<file path="config.mk">
export PLATFORM = sky130hd
export DESIGN_NAME = softmax_div_sched_flat
export DESIGN_NICKNAME = d
export VERILOG_FILES = /design/src/rtl/softmax_div_sched_if.sv /design/src/rtl/softmax_div_sched.sv /design/src/flat_wrapper.sv
export SDC_FILE = /design/constraint.sdc
export NUM_CORES = 1
export LEC_CHECK = 0
export ABC_AREA = 1
export BUFFER_PORTS_ARGS = -buffer_cell sky130_fd_sc_hd__buf_2
export CELL_PAD_IN_SITES_DETAIL_PLACEMENT = 0
export CELL_PAD_IN_SITES_GLOBAL_PLACEMENT = 2
export CORE_UTILIZATION = 23
export DETAILED_ROUTE_END_ITERATION = 6
export PLACE_DENSITY_LB_ADDON = 0.1
export SLEW_MARGIN = 20
export SYNTH_ARGS = -nofsm -noshare
export SYNTH_HDL_FRONTEND = slang
export SYNTH_SLANG_ARGS = --single-unit
</file>
<file path="constraint.sdc">
create_clock -name clk -period 2.9 [get_ports clk]
set_clock_uncertainty 0.05 [all_clocks]
set_input_delay 0 -clock clk [delete_from_list [all_inputs] [get_ports clk]]
set_output_delay 0 -clock clk [all_outputs]
set_load 0.01 [all_outputs]
</file>
<file path="src/rtl/softmax_div_sched_if.sv">
// Handshake bundle for the softmax divide scheduler: denominator, numerator
// and quotient channels.
interface softmax_div_sched_if;
  logic        den_valid;
  logic        den_ready;
  logic [31:0] den;
  logic        num_valid;
  logic        num_ready;
  logic [63:0] num;
  logic        q_valid;
  logic        q_ready;
  logic [7:0]  q;
  logic        q_last;

  modport master (
    output den_valid, den, num_valid, num, q_ready,
    input  den_ready, num_ready, q_valid, q, q_last
  );

  modport slave (
    input  den_valid, den, num_valid, num, q_ready,
    output den_ready, num_ready, q_valid, q, q_last
  );
endinterface

</file>
<file path="src/rtl/softmax_div_sched.sv">
// Feeds a combinational log-domain divider with one denominator and N
// numerators per softmax vector through a two-stage pipeline.
module softmax_div_sched #(
  parameter int          N      = 8,
  parameter int unsigned POS_NU = 16,
  parameter int unsigned POS_DE = 8
) (
  input  logic                 clk,
  input  logic                 rst_n,
  softmax_div_sched_if.slave   bus,
  output logic [63:0]          div_num,
  output logic [31:0]          div_den,
  output logic [5:0]           div_lod_nu,
  output logic [4:0]           div_lod_de,
  output logic [4:0]           div_pos_nu,
  output logic [4:0]           div_pos_de,
  input  logic [7:0]           div_quo,
  output logic                 busy,
  output logic                 den_zero
);

  typedef enum logic [1:0] {IDLE = 2'd0, RUN = 2'd1, DRAIN = 2'd2} state_e;

  localparam logic [7:0] LAST_IDX = 8'(N - 1);

  function automatic logic [5:0] lod64(input logic [63:0] v);
    logic [5:0] r;
    r = 6'd0;
    for (int i = 0; i < 64; i++) begin
      if (v[i]) r = 6'(i);
      else      r = r;
    end
    return r;
  endfunction

  function automatic logic [4:0] lod32(input logic [31:0] v);
    logic [4:0] r;
    r = 5'd0;
    for (int i = 0; i < 32; i++) begin
      if (v[i]) r = 5'(i);
      else      r = r;
    end
    return r;
  endfunction

  state_e      state_q, state_d;
  logic [31:0] den_q, den_d;
  logic [4:0]  lod_de_q, lod_de_d;
  logic        den_zero_q, den_zero_d;
  logic [7:0]  count_q, count_d;
  logic [63:0] num_q, num_d;
  logic [5:0]  lod_nu_q, lod_nu_d;
  logic        nz_q, nz_d;
  logic        s1_valid_q, s1_valid_d;
  logic        s1_last_q, s1_last_d;
  logic [7:0]  q_q, q_d;
  logic        q_valid_q, q_valid_d;
  logic        q_last_q, q_last_d;
  logic        busy_q, busy_d;
  logic        rdy_en_q;

  logic s1_advance, den_fire, num_fire, q_fire;

  // rdy_en_q keeps both ready lines low until the first edge out of reset.
  always_comb begin
    s1_advance    = !q_valid_q || bus.q_ready;
    bus.den_ready = rdy_en_q && (state_q == IDLE);
    bus.num_ready = rdy_en_q && (state_q == RUN) && (!s1_valid_q || s1_advance);
    den_fire      = bus.den_valid && bus.den_ready;
    num_fire      = bus.num_valid && bus.num_ready;
    q_fire        = q_valid_q && bus.q_ready;
  end

  always_comb begin
    state_d    = state_q;
    den_d      = den_q;
    lod_de_d   = lod_de_q;
    den_zero_d = den_zero_q;
    count_d    = count_q;
    num_d      = num_q;
    lod_nu_d   = lod_nu_q;
    nz_d       = nz_q;
    s1_valid_d = s1_valid_q;
    s1_last_d  = s1_last_q;
    q_d        = q_q;
    q_valid_d  = q_valid_q;
    q_last_d   = q_last_q;

    case (state_q)
      IDLE: begin
        if (den_fire) begin
          den_d      = bus.den;
          lod_de_d   = lod32(bus.den);
          den_zero_d = (bus.den == 32'd0);
          count_d    = 8'd0;
          state_d    = RUN;
        end else begin
          state_d    = IDLE;
        end
      end
      RUN: begin
        if (num_fire && (count_q == LAST_IDX)) state_d = DRAIN;
        else                                   state_d = RUN;
      end
      DRAIN: begin
        if (q_fire && q_last_q) state_d = IDLE;
        else                    state_d = DRAIN;
      end
      default: state_d = IDLE;
    endcase

    if (num_fire) begin
      num_d      = bus.num;
      lod_nu_d   = lod64(bus.num);
      nz_d       = (bus.num != 64'd0);
      s1_last_d  = (count_q == LAST_IDX);
      count_d    = count_q + 8'd1;
      s1_valid_d = 1'b1;
    end else if (s1_advance) begin
      s1_valid_d = 1'b0;
    end else begin
      s1_valid_d = s1_valid_q;
    end

    // Stage 2 captures the divider result while stage 1 holds its operands.
    if (s1_valid_q && s1_advance) begin
      q_d       = den_zero_q ? 8'hFF : (nz_q ? div_quo : 8'h00);
      q_valid_d = 1'b1;
      q_last_d  = s1_last_q;
    end else if (q_fire) begin
      q_valid_d = 1'b0;
      q_last_d  = 1'b0;
    end else begin
      q_valid_d = q_valid_q;
    end

    busy_d = (state_d != IDLE);
  end

  always_ff @(posedge clk) begin
    if (!rst_n) begin
      state_q    <= IDLE;
      den_q      <= 32'd0;
      lod_de_q   <= 5'd0;
      den_zero_q <= 1'b0;
      count_q    <= 8'd0;
      num_q      <= 64'd0;
      lod_nu_q   <= 6'd0;
      nz_q       <= 1'b0;
      s1_valid_q <= 1'b0;
      s1_last_q  <= 1'b0;
      q_q        <= 8'h00;
      q_valid_q  <= 1'b0;
      q_last_q   <= 1'b0;
      busy_q     <= 1'b0;
      rdy_en_q   <= 1'b0;
    end else begin
      state_q    <= state_d;
      den_q      <= den_d;
      lod_de_q   <= lod_de_d;
      den_zero_q <= den_zero_d;
      count_q    <= count_d;
      num_q      <= num_d;
      lod_nu_q   <= lod_nu_d;
      nz_q       <= nz_d;
      s1_valid_q <= s1_valid_d;
      s1_last_q  <= s1_last_d;
      q_q        <= q_d;
      q_valid_q  <= q_valid_d;
      q_last_q   <= q_last_d;
      busy_q     <= busy_d;
      rdy_en_q   <= 1'b1;
    end
  end

  assign div_num    = num_q;
  assign div_den    = den_q;
  assign div_lod_nu = lod_nu_q;
  assign div_lod_de = lod_de_q;
  assign div_pos_nu = 5'(POS_NU);
  assign div_pos_de = 5'(POS_DE);

  assign bus.q_valid = q_valid_q;
  assign bus.q       = q_q;
  assign bus.q_last  = q_last_q;
  assign busy        = busy_q;
  assign den_zero    = den_zero_q;

endmodule

</file>
<file path="src/flat_wrapper.sv">
// flat-port wrapper written by rule: the top's interface ports become plain ports
module softmax_div_sched_flat 
#(
  parameter int          N      = 8,
  parameter int unsigned POS_NU = 16,
  parameter int unsigned POS_DE = 8
)
  (clk, rst_n, div_num, div_den, div_lod_nu, div_lod_de, div_pos_nu, div_pos_de, div_quo, busy, den_zero, bus_den_valid, bus_den, bus_num_valid, bus_num, bus_q_ready, bus_den_ready, bus_num_ready, bus_q_valid, bus_q, bus_q_last);
  softmax_div_sched_if bus_i ();
  input  logic clk;
  input  logic rst_n;
  output logic [63:0] div_num;
  output logic [31:0] div_den;
  output logic [5:0] div_lod_nu;
  output logic [4:0] div_lod_de;
  output logic [4:0] div_pos_nu;
  output logic [4:0] div_pos_de;
  input  logic [7:0] div_quo;
  output logic busy;
  output logic den_zero;
  input wire logic [$bits(bus_i.den_valid)-1:0] bus_den_valid;
  input wire logic [$bits(bus_i.den)-1:0] bus_den;
  input wire logic [$bits(bus_i.num_valid)-1:0] bus_num_valid;
  input wire logic [$bits(bus_i.num)-1:0] bus_num;
  input wire logic [$bits(bus_i.q_ready)-1:0] bus_q_ready;
  output wire logic [$bits(bus_i.den_ready)-1:0] bus_den_ready;
  output wire logic [$bits(bus_i.num_ready)-1:0] bus_num_ready;
  output wire logic [$bits(bus_i.q_valid)-1:0] bus_q_valid;
  output wire logic [$bits(bus_i.q)-1:0] bus_q;
  output wire logic [$bits(bus_i.q_last)-1:0] bus_q_last;
  assign bus_i.den_valid = bus_den_valid;
  assign bus_i.den = bus_den;
  assign bus_i.num_valid = bus_num_valid;
  assign bus_i.num = bus_num;
  assign bus_i.q_ready = bus_q_ready;
  assign bus_den_ready = bus_i.den_ready;
  assign bus_num_ready = bus_i.num_ready;
  assign bus_q_valid = bus_i.q_valid;
  assign bus_q = bus_i.q;
  assign bus_q_last = bus_i.q_last;
  softmax_div_sched #(.N(N), .POS_NU(POS_NU), .POS_DE(POS_DE)) u_core (.clk(clk), .rst_n(rst_n), .bus(bus_i), .div_num(div_num), .div_den(div_den), .div_lod_nu(div_lod_nu), .div_lod_de(div_lod_de), .div_pos_nu(div_pos_nu), .div_pos_de(div_pos_de), .div_quo(div_quo), .busy(busy), .den_zero(den_zero));
endmodule
</file>
* Word level (Yosys, flattened, before mapping)
Index checks and enable logic that the tools add are counted.
W data, S select, Z words.
** Cells by class
- Equality and inequality tests :: 3
- Multiplexer cells :: 109
- Reduce and logical (&&, ||, !) cells :: 23
- Add/sub/neg operators :: 1
** Operator list (count)
- $mux W6 :: 32
- $mux W5 :: 32
- $mux W4 :: 16
- $reduce_bool A64 Y1 :: 1
- $mux W8 :: 5
- $logic_not A32 Y1 :: 1
- $mux W3 :: 8
- $mux W2 :: 6
- $reduce_bool A2 Y1 :: 5
- $logic_and A1 B1 Y1 :: 9
- $mux W1 :: 9
- $add A8 B1 Y8 const B :: 1
- $eq A8 B3 Y1 const B :: 1
- $pmux W2 S3 :: 1
- $reduce_and A2 Y1 :: 2
- $eq A2 B1 Y1 const B :: 1
- $eq A2 B2 Y1 const B :: 1
- $logic_not A1 Y1 :: 2
- $logic_not A2 Y1 :: 1
- $logic_or A1 B1 Y1 :: 2
** Word-level totals
- Register bits :: 133

* Longest topological paths before layout
- Depth in word-level cells :: 63
- Depth in mapped cells :: 63

* Worst setup path after synthesis
OpenSTA, ideal clock, no wires.
- Kind :: input port to flip-flop
- Start point :: input port bus_num[2]
- End point :: register u_core.lod_nu_q[0], in the netlist u_core.div_lod_nu[0]
- Arrival time :: 2.685 ns
- Library setup time :: 0.066 ns
- Slack :: 0.099 ns
- Path buffers :: 0
- Stages on the path :: 63
- Cell sequence :: inv_2 nand2_1 nand2_1 nand2_1 nand2_1 nand2_1 nand2_1 nand2_1 nand2_1 nand2_1 nand2_1 nand2_1 nand2_1 nand2_1 nand2_1 nand2_1 nand2_1 nand2_1 (+27 left out) nand2_1 nand2_1 nand2_1 nand2_1 nand2_1 nand2_1 nand2_1 nand2_1 nand2_1 nand2_1 nand2_1 nand2_1 nand2_1 nand2_1 nand2_1 nand2_1 nand2_1 a21oi_2
** On the way
- Word-level cells in the longest chain between the ends :: 62
** RTL lines
- from (decl) :: RTL line flat_wrapper.sv:24 : input wire logic [$bits(bus_i.num)-1:0] bus_num;
- $mux W2 (2 in a row) :: RTL line softmax_div_sched.sv:30 : if (v[i]) r = 6'(i);
- $mux W3 (4 in a row) :: RTL line softmax_div_sched.sv:30
- $mux W4 (8 in a row) :: RTL line softmax_div_sched.sv:30
- $mux W5 (16 in a row) :: RTL line softmax_div_sched.sv:30
- $mux W6 (32 in a row) :: RTL line softmax_div_sched.sv:30
- to (signal assigned) :: RTL line softmax_div_sched.sv:164 : lod_nu_q <= lod_nu_d;
- to (decl) :: RTL line softmax_div_sched.sv:52 : logic [5:0] lod_nu_q, lod_nu_d;
No other way between the ends.
A chain may end at the register's enable or synchronous reset.

* Worst setup path after layout
Same ends and word-level chain as after synthesis.

==> results.sh <==
export IMPL_status="finished, final reports clean"
export IMPL_r2r_setup_slack_ns=0.34
export IMPL_cts_tree="yes"
export IMPL_via_count=6363
export IMPL_antenna_left=0
export IMPL_grt_pass1_wl_mm=32.41
export IMPL_antenna_found_initial=0
export IMPL_yosysWarnings=0
export IMPL_clock_power_share_pct=45.9
export IMPL_clockBufferDepth=2
export IMPL_design_die_area_um2=26370
export IMPL_portBuffers=229
export IMPL_io_pins=240
export IMPL_synth_edf_count=0
export IMPL_syn_area_um2=5917
export IMPL_fillCellCount=2736
export IMPL_yosys_register_bits=133
export IMPL_max_freq_ghz=0.3495
export IMPL_p_seq_share_pct=40.3
export IMPL_pre_cts_slack_ns=-0.4940
export IMPL_drc=0
export IMPL_critical_path_slowest_cell="buf_6"
export IMPL_finalSetupTns_ns=0
export IMPL_max_slew_worst_pin_slew_ns=0.7455
export IMPL_ir_drop_mv=0.2633
export IMPL_internal_power_w=0.003519
export IMPL_synth_cells=827
export IMPL_cts_root_buf="clkbuf_16"
export IMPL_cp_start_kind="input pin"
export IMPL_via_per_inst=4.208
export IMPL_min_path_type="input pin to flop"
export IMPL_ys_top_cells_by_area="dfxtp_1 (45%), nand2_1 (13%), a21oi_1 (11%)"
export IMPL_reg2reg_to="u_core.div_den[8]$_SDFFE_PN0P_"
export IMPL_overflow=0
export IMPL_yosysUniqueCellTypes=37
export IMPL_antenna_cells=0
export IMPL_min_to="u_core.nz_q$_SDFFE_PN0P_"
export IMPL_setup_viol_count_final=0
export IMPL_yosysTopAreaCellShare_pct=45.00
export IMPL_synth_area_per_cell_um2=7.155
export IMPL_cp_slowest_stage_delay_ns=0.10
export IMPL_cts_buffers_inserted=17
export IMPL_htree_levels=4
export IMPL_drt_pass1_iterations=4
export IMPL_holdWs_ns=0.09890
export IMPL_worstPathRequired_ns=3.20
export IMPL_drv_cap=0
export IMPL_drive_gt1_share_pct=26.23
export IMPL_critPathKind="input pin to flop"
export IMPL_hp_start="bus_num[15]"
export IMPL_clock_sinks=133
export IMPL_rsz0062_at_grt="true"
export IMPL_drt_iter0_drc=229
export IMPL_routed_wl_mm=20.14
export IMPL_grt_usage_pct=15.55
export IMPL_maxSlewViolCount=0
export IMPL_grt_pass1_vias=6322
export IMPL_nets=1279
export IMPL_hold_viol_final=0
export IMPL_cts_setup_buffers=0
export IMPL_synth_top_area_cell="dfxtp_1"
export IMPL_clk_pin_slew_worst_paths_ns=0.06
export IMPL_initial_utilization_pct=23.50
export IMPL_fin_crit_sh_pct=98.65
export IMPL_critical_path_arrival_ns=3.16
export IMPL_comb_power_share_pct=13.8
export IMPL_worst_slack_ns=0.03901
export IMPL_p_sw_w=0.001256
export IMPL_synthFlopType="dfxtp_1"
export IMPL_num_rows=58
export IMPL_end_kind="flop"
export IMPL_ys_seq_area_share_pct=45.00
export IMPL_crit_path_max_fanout=2
export IMPL_gp_congestion=0.7348
export IMPL_die_y_um=162.4
export IMPL_wl_per_cell_um=13.32
export IMPL_core_area_um2=25180
export IMPL_synthArstFlopShare_pct=0
export IMPL_relSlewSlack_pct=49.99
export IMPL_dp_hpwl_mm=14.38
export IMPL_reg2reg_depth=9
export IMPL_grt_max_degree=65
export IMPL_clk_latency_ns=0.42
export IMPL_powerDensity_nw_per_um2=517.7
export IMPL_fp_dieW_um=162.4
export IMPL_crit_top_cell="nand2_1"
export IMPL_period_needed_ns=2.861
export IMPL_reg2reg_from="u_core.state_q[1]$_SDFF_PN0_"
export IMPL_swShare_pct=26.31
export IMPL_min_path_cells=7
export IMPL_syn_to_final_growth_pct=55.87
export IMPL_cellLeakagePower_nw=4.485
synthesized netlist by cell type (2+ instances only):
library cell    n
nand4_1         2
o21ai_0        27
o211ai_1        3
nand3_1        12
nand2_1       203
nor3_1          7
buf_1           3
nor2_1         84
and3_1          2
o21bai_1        2
buf_2           2
inv_2          11
clkinv_1        3
clkbuf_1       35
conb_1          2
bufinv_8       14
a21oi_1       127
nor4_1          3
dfxtp_1       133
o21ai_1        65
inv_1          55
buf_4          10
a31oi_1         8
cells in the final DEF (no fill, tap or decap), types with 12 or more instances in the layout:
master         netlist  final
a21oi_1            127    127
buf_2                2    227
buf_4               10     19
bufinv_8            14     14
clkbuf_16            0     17
dfxtp_1            133    133
dlygate4sd3_1        0    116
inv_1               55     55
nand2_1            203    201
nand3_1             12     12
nor2_1              84     84
o21ai_0             27     27
o21ai_1             65     65
stage by stage:
step / power, W / instance area (um2) / std cells / util, %
after floorplan: 0.002265 / 5947 / 835 / -
after CTS: 0.004863 / 9225 / 1513 / 36.63
after global routing: 0.005021 / 9223 / 1512 / 36.62
after global placement: 0.002512 / 7458 / 1364 / 29.62
after detailed placement: 0.002510 / 7458 / 1364 / 29.62
final: 0.004775 / 9223 / 1512 / 36.62
worst max-delay path by stage:
stage                    start                                end  slack, ns  cells after the start
CTS                 bus_num[2]  u_core.div_lod_nu[0]$_SDFFE_PN0P_      -0.05                     64
global placement    bus_num[2]  u_core.div_lod_nu[0]$_SDFFE_PN0P_      -0.48                     64
global route        bus_num[2]  u_core.div_lod_nu[0]$_SDFFE_PN0P_      -0.67                     64
finish              bus_num[2]  u_core.div_lod_nu[0]$_SDFFE_PN0P_       0.04                     64
detailed placement  bus_num[2]  u_core.div_lod_nu[0]$_SDFFE_PN0P_      -0.49                     64
floorplan           bus_num[2]  u_core.div_lod_nu[0]$_SDFFE_PN0P_        0.1                     63
critical path, delay by kind of cell:
family | cells | cell delay, ns
compound gates | 1 | 0.10
simple gates | 61 | 2.89
buf+inv | 2 | 0.14
flip-flops by register name, indices dropped and copies added (netlist names), 2 cells and up:
name               count
u_core.div_den        32
u_core.bus.q           8
u_core.count_q         8
u_core.state_q         2
u_core.div_lod_nu      6
u_core.div_lod_de      5
u_core.div_num        64
power groups by stage:
stage | clock (W) | sequential (W) | combinational (W)
after floorplan | 0 | 0.00199 | 0.000271
after global placement | 0 | 0.00197 | 0.000547
after detailed placement | 0 | 0.00197 | 0.000544
after CTS | 0.00227 | 0.00193 | 0.000667
after global routing | 0.00235 | 0.00193 | 0.000737
final | 0.00219 | 0.00193 | 0.000658
cell families after synthesis:
kind of cell	Yosys count	share of synthesized area, %
compound gates	241	21.27
fa+ha+maj	1	0.2114
flops	133	45.00
other cells	2	0.1269
xor+xnor	1	0.1480
buf+inv	133	12.37
simple gates	316	20.87
final cells by class:
cell class / instances / area, um2 / share of cell area [%]
Tap cell: 330 / 412.9 / 4.477
Sequential cell: 133 / 2663 / 28.87
Inverter: 83 / 509.2 / 5.522
Multi-Input combinational cell: 569 / 2557 / 27.73
Clock buffer: 18 / 439.2 / 4.762
Clock inverter: 14 / 150.1 / 1.628
Timing Repair Buffer: 365 / 2491 / 27.01
layer usage:
| layer | wire length (um) | track usage (%) | vias to the layer above | share of wire (%) |
|---|---|---|---|---|
| met1 | 9169 | 18.93 | 2829 | 46 |
| li1 | - | - | 3366 | - |
| met2 | 9464 | 26.34 | 158 | 47 |
| met3 | 1301 | 4.609 | 10 | 6.5 |
| met4 | 206 | 4.460 | 0 | 1.0 |
| met5 | 0 | 0 | - | 0 |
repair_timing:
action	4_1_cts	5_1_grt
gates resized for setup	1	3
hold buffers	117	0
hold endpoints to repair	119	0
setup endpoints to repair	1	2
No activity file was read; power rests on OpenSTA's default activity.
